<file path="config.mk">
export PLATFORM = sky130hd
export DESIGN_NAME = token_decoder_flat
export DESIGN_NICKNAME = d
export VERILOG_FILES = /design/src/rtl/token_decoder_if.sv /design/src/rtl/token_decoder.sv /design/src/flat_wrapper.sv
export SDC_FILE = /design/constraint.sdc
export NUM_CORES = 1
export LEC_CHECK = 0
export CAP_MARGIN = 20
export CORE_UTILIZATION = 30
export DETAILED_ROUTE_END_ITERATION = 7
export GPL_ROUTABILITY_DRIVEN = 0
export PLACE_DENSITY = 0.55
export SYNTH_ARGS = -nofsm -noshare
export SYNTH_HDL_FRONTEND = slang
export SYNTH_SLANG_ARGS = --single-unit
export TNS_END_PERCENT = 1
</file>
<file path="constraint.sdc">
create_clock -name clk -period 5.6 [get_ports clk]
set_input_delay 1.12 -clock clk [delete_from_list [all_inputs] [get_ports clk]]
set_output_delay 1.12 -clock clk [all_outputs]
set_load 0.1 [all_outputs]
</file>
<file path="src/rtl/token_decoder_if.sv">
// Bus bundle for token_decoder: start request, code/vocab read ports,
// output write port and completion flags.
interface token_decoder_if #(
    parameter int ADDR_WIDTH = 4,
    parameter int DATA_WIDTH = 8
);
    logic                  cs;
    logic [ADDR_WIDTH-1:0] code_addr;
    logic [DATA_WIDTH-1:0] code_dout;
    logic [ADDR_WIDTH-1:0] vocab_addr;
    logic [DATA_WIDTH-1:0] vocab_dout;
    logic [ADDR_WIDTH-1:0] out_addr;
    logic [DATA_WIDTH-1:0] out_din;
    logic                  out_we;
    logic                  done;
    logic                  error;

    // decoder side
    modport master (
        input  cs, code_dout, vocab_dout,
        output code_addr, vocab_addr, out_addr, out_din, out_we, done, error
    );

    // host / memory side
    modport slave (
        output cs, code_dout, vocab_dout,
        input  code_addr, vocab_addr, out_addr, out_din, out_we, done, error
    );
endinterface

</file>
<file path="src/rtl/token_decoder.sv">
// Token decoder: reads codes, seeks the k-th zero-terminated word in the
// vocab memory and copies it to the output memory, then writes a 0 marker.
// Optional macro SEPARATOR_EN: writes SEP_CHAR before every word but the first.
// Read memories are synchronous: data is valid one cycle after the address.
module token_decoder #(
    parameter int                    ADDR_WIDTH = 4,
    parameter int                    DATA_WIDTH = 8,
    parameter logic [DATA_WIDTH-1:0] SEP_CHAR   = DATA_WIDTH'(8'h20)
) (
    input  logic             clk,
    input  logic             rst_n,
    token_decoder_if.master  bus
);
    typedef enum logic [3:0] {
        S_IDLE, S_CODE_RD, S_CODE_CHK, S_SEEK_RD, S_SEEK_CHK,
        S_COPY_RD, S_COPY_CHK, S_SEP, S_TERM, S_DONE, S_ERR
    } state_t;

    localparam logic [ADDR_WIDTH-1:0] ONE_A = ADDR_WIDTH'(1);
    localparam logic [DATA_WIDTH-1:0] ONE_D = DATA_WIDTH'(1);

    state_t                r_state, w_state;
    logic [ADDR_WIDTH-1:0] r_ca, w_ca, r_va, w_va, r_oa, w_oa;
    logic [DATA_WIDTH-1:0] r_cnt, w_cnt, r_code, w_code;
    logic                  r_ws, w_ws;          // va points at a word start
    logic                  r_we, w_we;
    logic [ADDR_WIDTH-1:0] r_out_addr, w_out_addr;
    logic [DATA_WIDTH-1:0] r_out_din, w_out_din;
    logic                  r_done, r_err;
`ifdef SEPARATOR_EN
    logic                  r_first, w_first;    // next word copied is the first
`endif

    // Addresses come straight from the pointers so the read issued in a
    // *_RD state (or held through SEP) returns data in the following *_CHK.
    assign bus.code_addr  = r_ca;
    assign bus.vocab_addr = r_va;
    assign bus.out_addr   = r_out_addr;
    assign bus.out_din    = r_out_din;
    assign bus.out_we     = r_we;
    assign bus.done       = r_done;
    assign bus.error      = r_err;

    // Next-state and datapath decisions; writes are staged into r_out_*.
    always_comb begin
        w_state    = r_state;
        w_ca       = r_ca;
        w_va       = r_va;
        w_oa       = r_oa;
        w_cnt      = r_cnt;
        w_code     = r_code;
        w_ws       = r_ws;
        w_we       = 1'b0;
        w_out_addr = r_out_addr;
        w_out_din  = r_out_din;
`ifdef SEPARATOR_EN
        w_first    = r_first;
`endif
        case (r_state)
            S_IDLE: if (bus.cs) begin
                w_state = S_CODE_RD;
                w_ca    = '0;
                w_oa    = '0;
`ifdef SEPARATOR_EN
                w_first = 1'b1;
`endif
            end
            S_CODE_RD: w_state = S_CODE_CHK;
            S_CODE_CHK: begin
                w_code = bus.code_dout;
                if (bus.code_dout == '0) begin
                    w_state = S_TERM;
                end else begin
                    w_va    = '0;
                    w_cnt   = '0;
                    w_ws    = 1'b1;
                    w_state = S_SEEK_RD;
                end
            end
            S_SEEK_RD: w_state = S_SEEK_CHK;
            S_SEEK_CHK: begin
                if (r_ws && bus.vocab_dout == '0) begin
                    w_state = S_ERR;             // ran off the end of the vocab
                end else if (r_cnt == r_code - ONE_D) begin
`ifdef SEPARATOR_EN
                    w_first = 1'b0;
                    w_state = r_first ? S_COPY_CHK : S_SEP;
`else
                    w_state = S_COPY_CHK;
`endif
                end else if (r_va == '1) begin
                    w_state = S_ERR;             // seek would wrap the vocab
                end else begin
                    w_va    = r_va + ONE_A;
                    w_ws    = (bus.vocab_dout == '0);
                    if (bus.vocab_dout == '0) w_cnt = r_cnt + ONE_D;
                    w_state = S_SEEK_RD;
                end
            end
            S_SEP: begin
                if (r_oa == '1) begin
                    w_state = S_ERR;
                end else begin
                    w_we       = 1'b1;
                    w_out_addr = r_oa;
                    w_out_din  = SEP_CHAR;
                    w_oa       = r_oa + ONE_A;
                    w_state    = S_COPY_CHK;
                end
            end
            S_COPY_RD: w_state = S_COPY_CHK;
            S_COPY_CHK: begin
                if (bus.vocab_dout != '0) begin
                    if (r_oa == '1) begin
                        w_state = S_ERR;         // last slot reserved for the 0
                    end else begin
                        w_we       = 1'b1;
                        w_out_addr = r_oa;
                        w_out_din  = bus.vocab_dout;
                        w_oa       = r_oa + ONE_A;
                        w_va       = r_va + ONE_A;
                        w_state    = S_COPY_RD;
                    end
                end else if (r_ca == '1) begin
                    w_state = S_ERR;             // code stream not terminated
                end else begin
                    w_ca    = r_ca + ONE_A;
                    w_state = S_CODE_RD;
                end
            end
            S_TERM: begin
                w_we       = 1'b1;
                w_out_addr = r_oa;
                w_out_din  = '0;
                w_state    = S_DONE;
            end
            S_DONE:  w_state = S_DONE;
            S_ERR:   w_state = S_ERR;
            default: w_state = S_IDLE;
        endcase
    end

    // State register.
    always_ff @(posedge clk or negedge rst_n) begin
        if (!rst_n) r_state <= S_IDLE;
        else        r_state <= w_state;
    end

    // Datapath registers and status flags.
    always_ff @(posedge clk or negedge rst_n) begin
        if (!rst_n) begin
            r_ca       <= '0;
            r_va       <= '0;
            r_oa       <= '0;
            r_cnt      <= '0;
            r_code     <= '0;
            r_ws       <= 1'b0;
            r_we       <= 1'b0;
            r_out_addr <= '0;
            r_out_din  <= '0;
            r_done     <= 1'b0;
            r_err      <= 1'b0;
`ifdef SEPARATOR_EN
            r_first    <= 1'b0;
`endif
        end else begin
            r_ca       <= w_ca;
            r_va       <= w_va;
            r_oa       <= w_oa;
            r_cnt      <= w_cnt;
            r_code     <= w_code;
            r_ws       <= w_ws;
            r_we       <= w_we;
            r_out_addr <= w_out_addr;
            r_out_din  <= w_out_din;
            r_done     <= (w_state == S_DONE);
            r_err      <= (w_state == S_ERR);
`ifdef SEPARATOR_EN
            r_first    <= w_first;
`endif
        end
    end
endmodule

</file>
<file path="src/flat_wrapper.sv">
// flat-port wrapper written by rule: the top's interface ports become plain ports
module token_decoder_flat 
#(
    parameter int                    ADDR_WIDTH = 4,
    parameter int                    DATA_WIDTH = 8,
    parameter logic [DATA_WIDTH-1:0] SEP_CHAR   = DATA_WIDTH'(8'h20)
)
  (clk, rst_n, bus_cs, bus_code_dout, bus_vocab_dout, bus_code_addr, bus_vocab_addr, bus_out_addr, bus_out_din, bus_out_we, bus_done, bus_error);
  token_decoder_if #(.ADDR_WIDTH(ADDR_WIDTH), .DATA_WIDTH(DATA_WIDTH)) bus_i ();
  input  logic clk;
  input  logic rst_n;
  input wire logic [$bits(bus_i.cs)-1:0] bus_cs;
  input wire logic [$bits(bus_i.code_dout)-1:0] bus_code_dout;
  input wire logic [$bits(bus_i.vocab_dout)-1:0] bus_vocab_dout;
  output wire logic [$bits(bus_i.code_addr)-1:0] bus_code_addr;
  output wire logic [$bits(bus_i.vocab_addr)-1:0] bus_vocab_addr;
  output wire logic [$bits(bus_i.out_addr)-1:0] bus_out_addr;
  output wire logic [$bits(bus_i.out_din)-1:0] bus_out_din;
  output wire logic [$bits(bus_i.out_we)-1:0] bus_out_we;
  output wire logic [$bits(bus_i.done)-1:0] bus_done;
  output wire logic [$bits(bus_i.error)-1:0] bus_error;
  assign bus_i.cs = bus_cs;
  assign bus_i.code_dout = bus_code_dout;
  assign bus_i.vocab_dout = bus_vocab_dout;
  assign bus_code_addr = bus_i.code_addr;
  assign bus_vocab_addr = bus_i.vocab_addr;
  assign bus_out_addr = bus_i.out_addr;
  assign bus_out_din = bus_i.out_din;
  assign bus_out_we = bus_i.out_we;
  assign bus_done = bus_i.done;
  assign bus_error = bus_i.error;
  token_decoder #(.ADDR_WIDTH(ADDR_WIDTH), .DATA_WIDTH(DATA_WIDTH), .SEP_CHAR(SEP_CHAR)) u_core (.clk(clk), .rst_n(rst_n), .bus(bus_i));
endmodule
</file>
; After elaboration in Yosys (flattened, before gate mapping)
; Index checks and enable logic that the tools add are counted.
[totals]
register_bits = 48
input_bits = 19
output_inout_bits = 23
elab_cells = 107
[op_classes]
n_addsub = 5
eq_ne = 27
n_mux = 45
reduce_logical = 18
[ops]
columns = operator, count
row1 = $mux W4, 22
row2 = $mux W8, 8
row3 = $pmux W4 S10, 1
row4 = $pmux W4 S3, 3
row5 = $eq A4 B4 Y1 const B, 8
row6 = $pmux W8 S3, 1
row7 = $ne A2 B2 Y1 const B, 9
row8 = $eq A4 B3 Y1 const B, 4
row9 = $logic_not A8 Y1, 2
row10 = $pmux W8 S2, 1
row11 = $add A4 B1 Y4 const B, 3
row12 = $reduce_bool A3 Y1, 3
row13 = $add A8 B1 Y8 const B, 1
row14 = $eq A4 B2 Y1 const B, 2
row15 = $eq A8 B8 Y1, 1
row16 = $pmux W4 S2, 1
row17 = $reduce_and A4 Y1, 2
row18 = $reduce_bool A8 Y1, 1
row19 = $sub A8 B1 Y8 const B, 1
row20 = $reduce_and A7 Y1, 1
row21 = $mux W1, 6
row22 = $reduce_and A6 Y1, 1
row23 = $reduce_and A5 Y1, 1
row24 = $eq A4 B1 Y1 const B, 1
row25 = 9 further kinds, 11

; Longest topological paths before layout
[depth]
word_depth = 6
ltp_mapped = 11
mapped_depth_nobuf = 9

; Least setup slack after synthesis
; No wires, ideal clock.
[synth_path]
kind = input to register
startpoint = in bus_vocab_dout[5]
endpoint = reg u_core.r_va[0], in the netlist u_core.bus.vocab_addr[0]
setup_time_ns = 0.128
t_arrival_ns = 2.524
required_time_ns = 5.472
slack_ns = 2.947
stages = 6
n_path_buf = 0
path_cell_list = nor4_1 -> nand2_1 -> o32ai_1 -> nor4b_2 -> o21ai_1 -> mux2_1
[synth_via]
elab_chain_cells = 4
elab_cells_between_ends = 6
cone_classes = eq/ne: 2 / reduce/logical: 4
[synth_lines]
columns = element, line_no
row1 = "start, declared", flat_wrapper.sv:14  ; input wire logic [$bits(bus_i.vocab_dout)-1:0] bus_vocab_dout;
row2 = $logic_not A8 Y1, token_decoder.sv:82  ; if (r_ws && bus.vocab_dout == '0) begin
row3 = $logic_and A1 B1 Y1, token_decoder.sv:82
row4 = $ne A2 B2 Y1 (no source line), --
row5 = $reduce_and A7 Y1 (no source line) (*), --
row6 = "end signal, assigned", token_decoder.sv:168  ; r_va <= w_va;
row7 = "end, declared", token_decoder.sv:23  ; logic [ADDR_WIDTH-1:0] r_ca, w_ca, r_va, w_va, r_oa, w_oa;
; Mark *: on every way between the ends. The rest lies on a longest branch, timed or not.
; A chain may end at the register's enable or synchronous reset.

; Worst setup path after layout
[layout_path]
startpoint = in bus_vocab_dout[1]
endpoint = reg u_core.r_out_addr[2], in the netlist u_core.bus.out_addr[2]
[layout_via]
elab_chain_cells = 3
[layout_lines]
columns = element, line_no
row1 = $reduce_bool A8 Y1, token_decoder.sv:113  ; if (bus.vocab_dout != '0) begin
row2 = $ne A2 B1 Y1 (no source line), --
row3 = $reduce_and A2 Y1 (no source line), --
row4 = "end signal, assigned", token_decoder.sv:174  ; r_out_addr <= w_out_addr;
row5 = "end, declared", token_decoder.sv:27  ; logic [ADDR_WIDTH-1:0] r_out_addr, w_out_addr;
; Every way passes these cells.

==> impl_metrics.ini <==
[logic_synthesis]
synthCells = 282
synthArstFlopShare = 1.00
yosys_warnings = 0
ys_seq_elements = 48
yosys_most_used_dff = dfrtp_1
synth_nets = 306
syn_area_um2 = 2690
synth.distinct_cells = 53
ys_seq_area_frac = 0.447
synth_edf_count = 0
avgSynthCellArea_um2 = 9.53

[setup_path]
r2r-end = u_core.bus.vocab_addr[0]
cp.arrival_ps = 3480
worstReg2RegStart = u_core.r_code[0]
worst_path_max_delay_cell = a21oi_2
cp.required_ps = 5790
crit_path_end_kind = flop
crit_path_start_kind = input pin
slowest_delay_ps = 580
r2r_slack_ps = 3070
crit_type = in2reg
crit_chain = clkdlybuf4s50_1 > nor4_1 > nand2_1 > nor2_1 > nor3_1 > a21oi_2 > mux2_2
reg2reg_depth = 8
crit_fanout = 19

[drt]
via_per_inst = 5.00
ant_nets = 0
drt_pass1_iterations = 4
drt_iter0_drc = 96
wl_per_cell_um = 14.4
vias = 2141
met3_length_um = 166
met1Wirelength_um = 3010
drcViolationCount = 0
route.met2.wl_um = 2920
top_layer_used = met4
routed_wl_um = 6170

[floorplanning]
coreArea_um2 = 8680
die-width_um = 96.6
dieArea_um2 = 9340
start_util = 0.310
die_h_um = 96.6
num_rows = 34
top_level_ports = 42

[finish]
layout_commonest_cell = dfrtp_1
final_cell_area_um2 = 3260
layout_common_cells = 48 x dfrtp_1, 40 x clkdlybuf4s50_1, 37 x nand2_1
drive_gt1_frac = 0.0969
antenna_cells = 0
area_delta_synth_final_pct = 21.3
num-nets-final = 344

[pwr]
clockPowerShare = 0.112
p_leak_nw = 1.40
power_frac_seq = 0.325
p_sw_frac = 0.520
pwr_density_cell_nw_per_um2 = 555
p_sw_w = 0.000941
p_total_w = 0.00181
peakVddDrop_uv = 411
p_int_w = 0.000867
share_comb_of_total_power = 0.563

[global_routing]
grt_start_max_net_pins = 49
grt_use_total = 0.134
antenna_found_initial = 0
grt_pass1_wl_um = 10200
grt_overflow_total = 0
grt_pass1_vias = 2114

[worst_hold_path]
worstHoldPathType = reg2reg
hold_depth = 2
hold-path-endpoint = u_core.bus.out_din[2]
worstHoldStart = u_core.bus.out_din[2]

[sta]
tightest_slew_ps = 985
hold_viol_final = 0
holdWs_ps = 483
post-route-period-util = 0.587
skew_ps = 10.8
rsz0062_at_grt = false
period_minus_slack_ps = 3290
setup_viol = 0
fin_setup_tns_ps = 0
fmax_ghz = 0.304
relSlewSlack = 0.341
maxSlewViolCount = 0

[clocking]
cts_hold_buf = 0
cts.sinks = 48
cts_tree = yes
cts.clk_slew.worst_paths_ps = 80
cts-root-buf = clkbuf_8
worstSkewPairLatency_ps = 310
h-tree-depth = 2
cts_resized = 0
cts_buffers = 5
post_cts_buffers = 0
clockBufferDepth = 2

[placed_design]
portBuffers = 41
placed_area_um2 = 3180
dp_hpwl_um = 4540

[outcome]
status = finished clean

[flow_run]
maxCapViolCount = 0
## power by group through the flow
stage / logic (W) / registers, W / clock network (W)
global route: 0.00109 / 0.000608 / 0.000220
detailed placement: 0.00102 / 0.000594 / 0
finish: 0.00102 / 0.000587 / 0.000203
CTS: 0.00103 / 0.000588 / 0.000209
floorplan: 0.000476 / 0.000899 / 0
global placement: 0.00102 / 0.000593 / 0
## layout make-up
cell class	instances	area (um2)
multi-input combinational	212	1380
fill	900	5420
clock buffer	5	68.8
timing repair buffer	43	420
inverter	10	37.5
sequential	48	1200
tap	108	135
clock inverter	2	12.5
## critical path, delay by kind of cell
family | cells | cell delay (ps)
compound gates | 1 | 580
simple gates | 4 | 940
buf+inv | 1 | 430
mux | 1 | 410
## through the flow
| stage | util | instances | setup WS, ps |
|---|---|---|---|
| 6_report | 0.376 | 428 | 2310 |
| 5_1_grt | 0.376 | 428 | 2070 |
| 4_1_cts | 0.376 | 428 | 2320 |
| 3_5_place_dp | 0.366 | 421 | 1980 |
| 3_3_place_gp | 0.366 | 421 | 2060 |
| 2_1_floorplan | - | 282 | 2950 |
## how the worst max path moves through the flow
stage | endpoint | start | slack [ps]
2_1_floorplan | u_core.bus.vocab_addr[0] | bus_vocab_dout[5] | 2950
3_3_place_gp | u_core.bus.out_addr[3] | bus_vocab_dout[1] | 2060
3_5_place_dp | u_core.bus.out_addr[0] | bus_vocab_dout[1] | 1980
4_1_cts | u_core.bus.out_addr[2] | bus_vocab_dout[1] | 2320
5_1_grt | u_core.bus.out_addr[0] | bus_vocab_dout[1] | 2070
6_report | u_core.bus.out_addr[2] | bus_vocab_dout[1] | 2310
## sequential cells by signal, indices dropped and copies added (netlist names)
name / cells
u_core.bus.out_din: 8
u_core.r_cnt: 8
u_core.r_code: 8
u_core.bus.code_addr: 4
u_core.bus.out_addr: 4
u_core.bus.vocab_addr: 4
u_core.r_oa: 4
u_core.r_state: 4
u_core.bus.done: 1
u_core.bus.error: 1
u_core.bus.out_we: 1
u_core.r_ws: 1
## cells by family after synthesis
logic type,synth area share
simple gates,0.226
compound gates,0.135
flops,0.447
buf+inv,0.0377
mux,0.0880
xor+xnor,0.0424
fa+ha+maj,0.0233
## synth_stat cells, drive strengths merged (3+ instances only)
library cell / n / area share
mux2: 13 / 0.054
a31oi: 4 / 0.0093
clkbuf: 5 / 0.0074
dfrtp: 48 / 0.45
nand2: 37 / 0.052
ha: 5 / 0.023
xnor2: 6 / 0.020
and3: 5 / 0.012
o31ai: 3 / 0.0084
a21oi: 10 / 0.020
nor3: 7 / 0.013
o21ai: 27 / 0.050
and2: 4 / 0.0093
nor2: 16 / 0.023
nand4: 5 / 0.012
xor2: 7 / 0.023
buf: 7 / 0.016
nand3: 6 / 0.011
mux2i: 9 / 0.034
nor4: 7 / 0.021
nand2b: 10 / 0.023
inv: 10 / 0.014
## routing by layer
layer | vias up | global-route usage
li1 | 1078 | -
met1 | 1020 | 0.184
met2 | 38 | 0.216
met3 | 5 | 0.0253
met4 | 0 | 0.0413
met5 | - | 0
No activity file was read; power rests on OpenSTA's default activity.
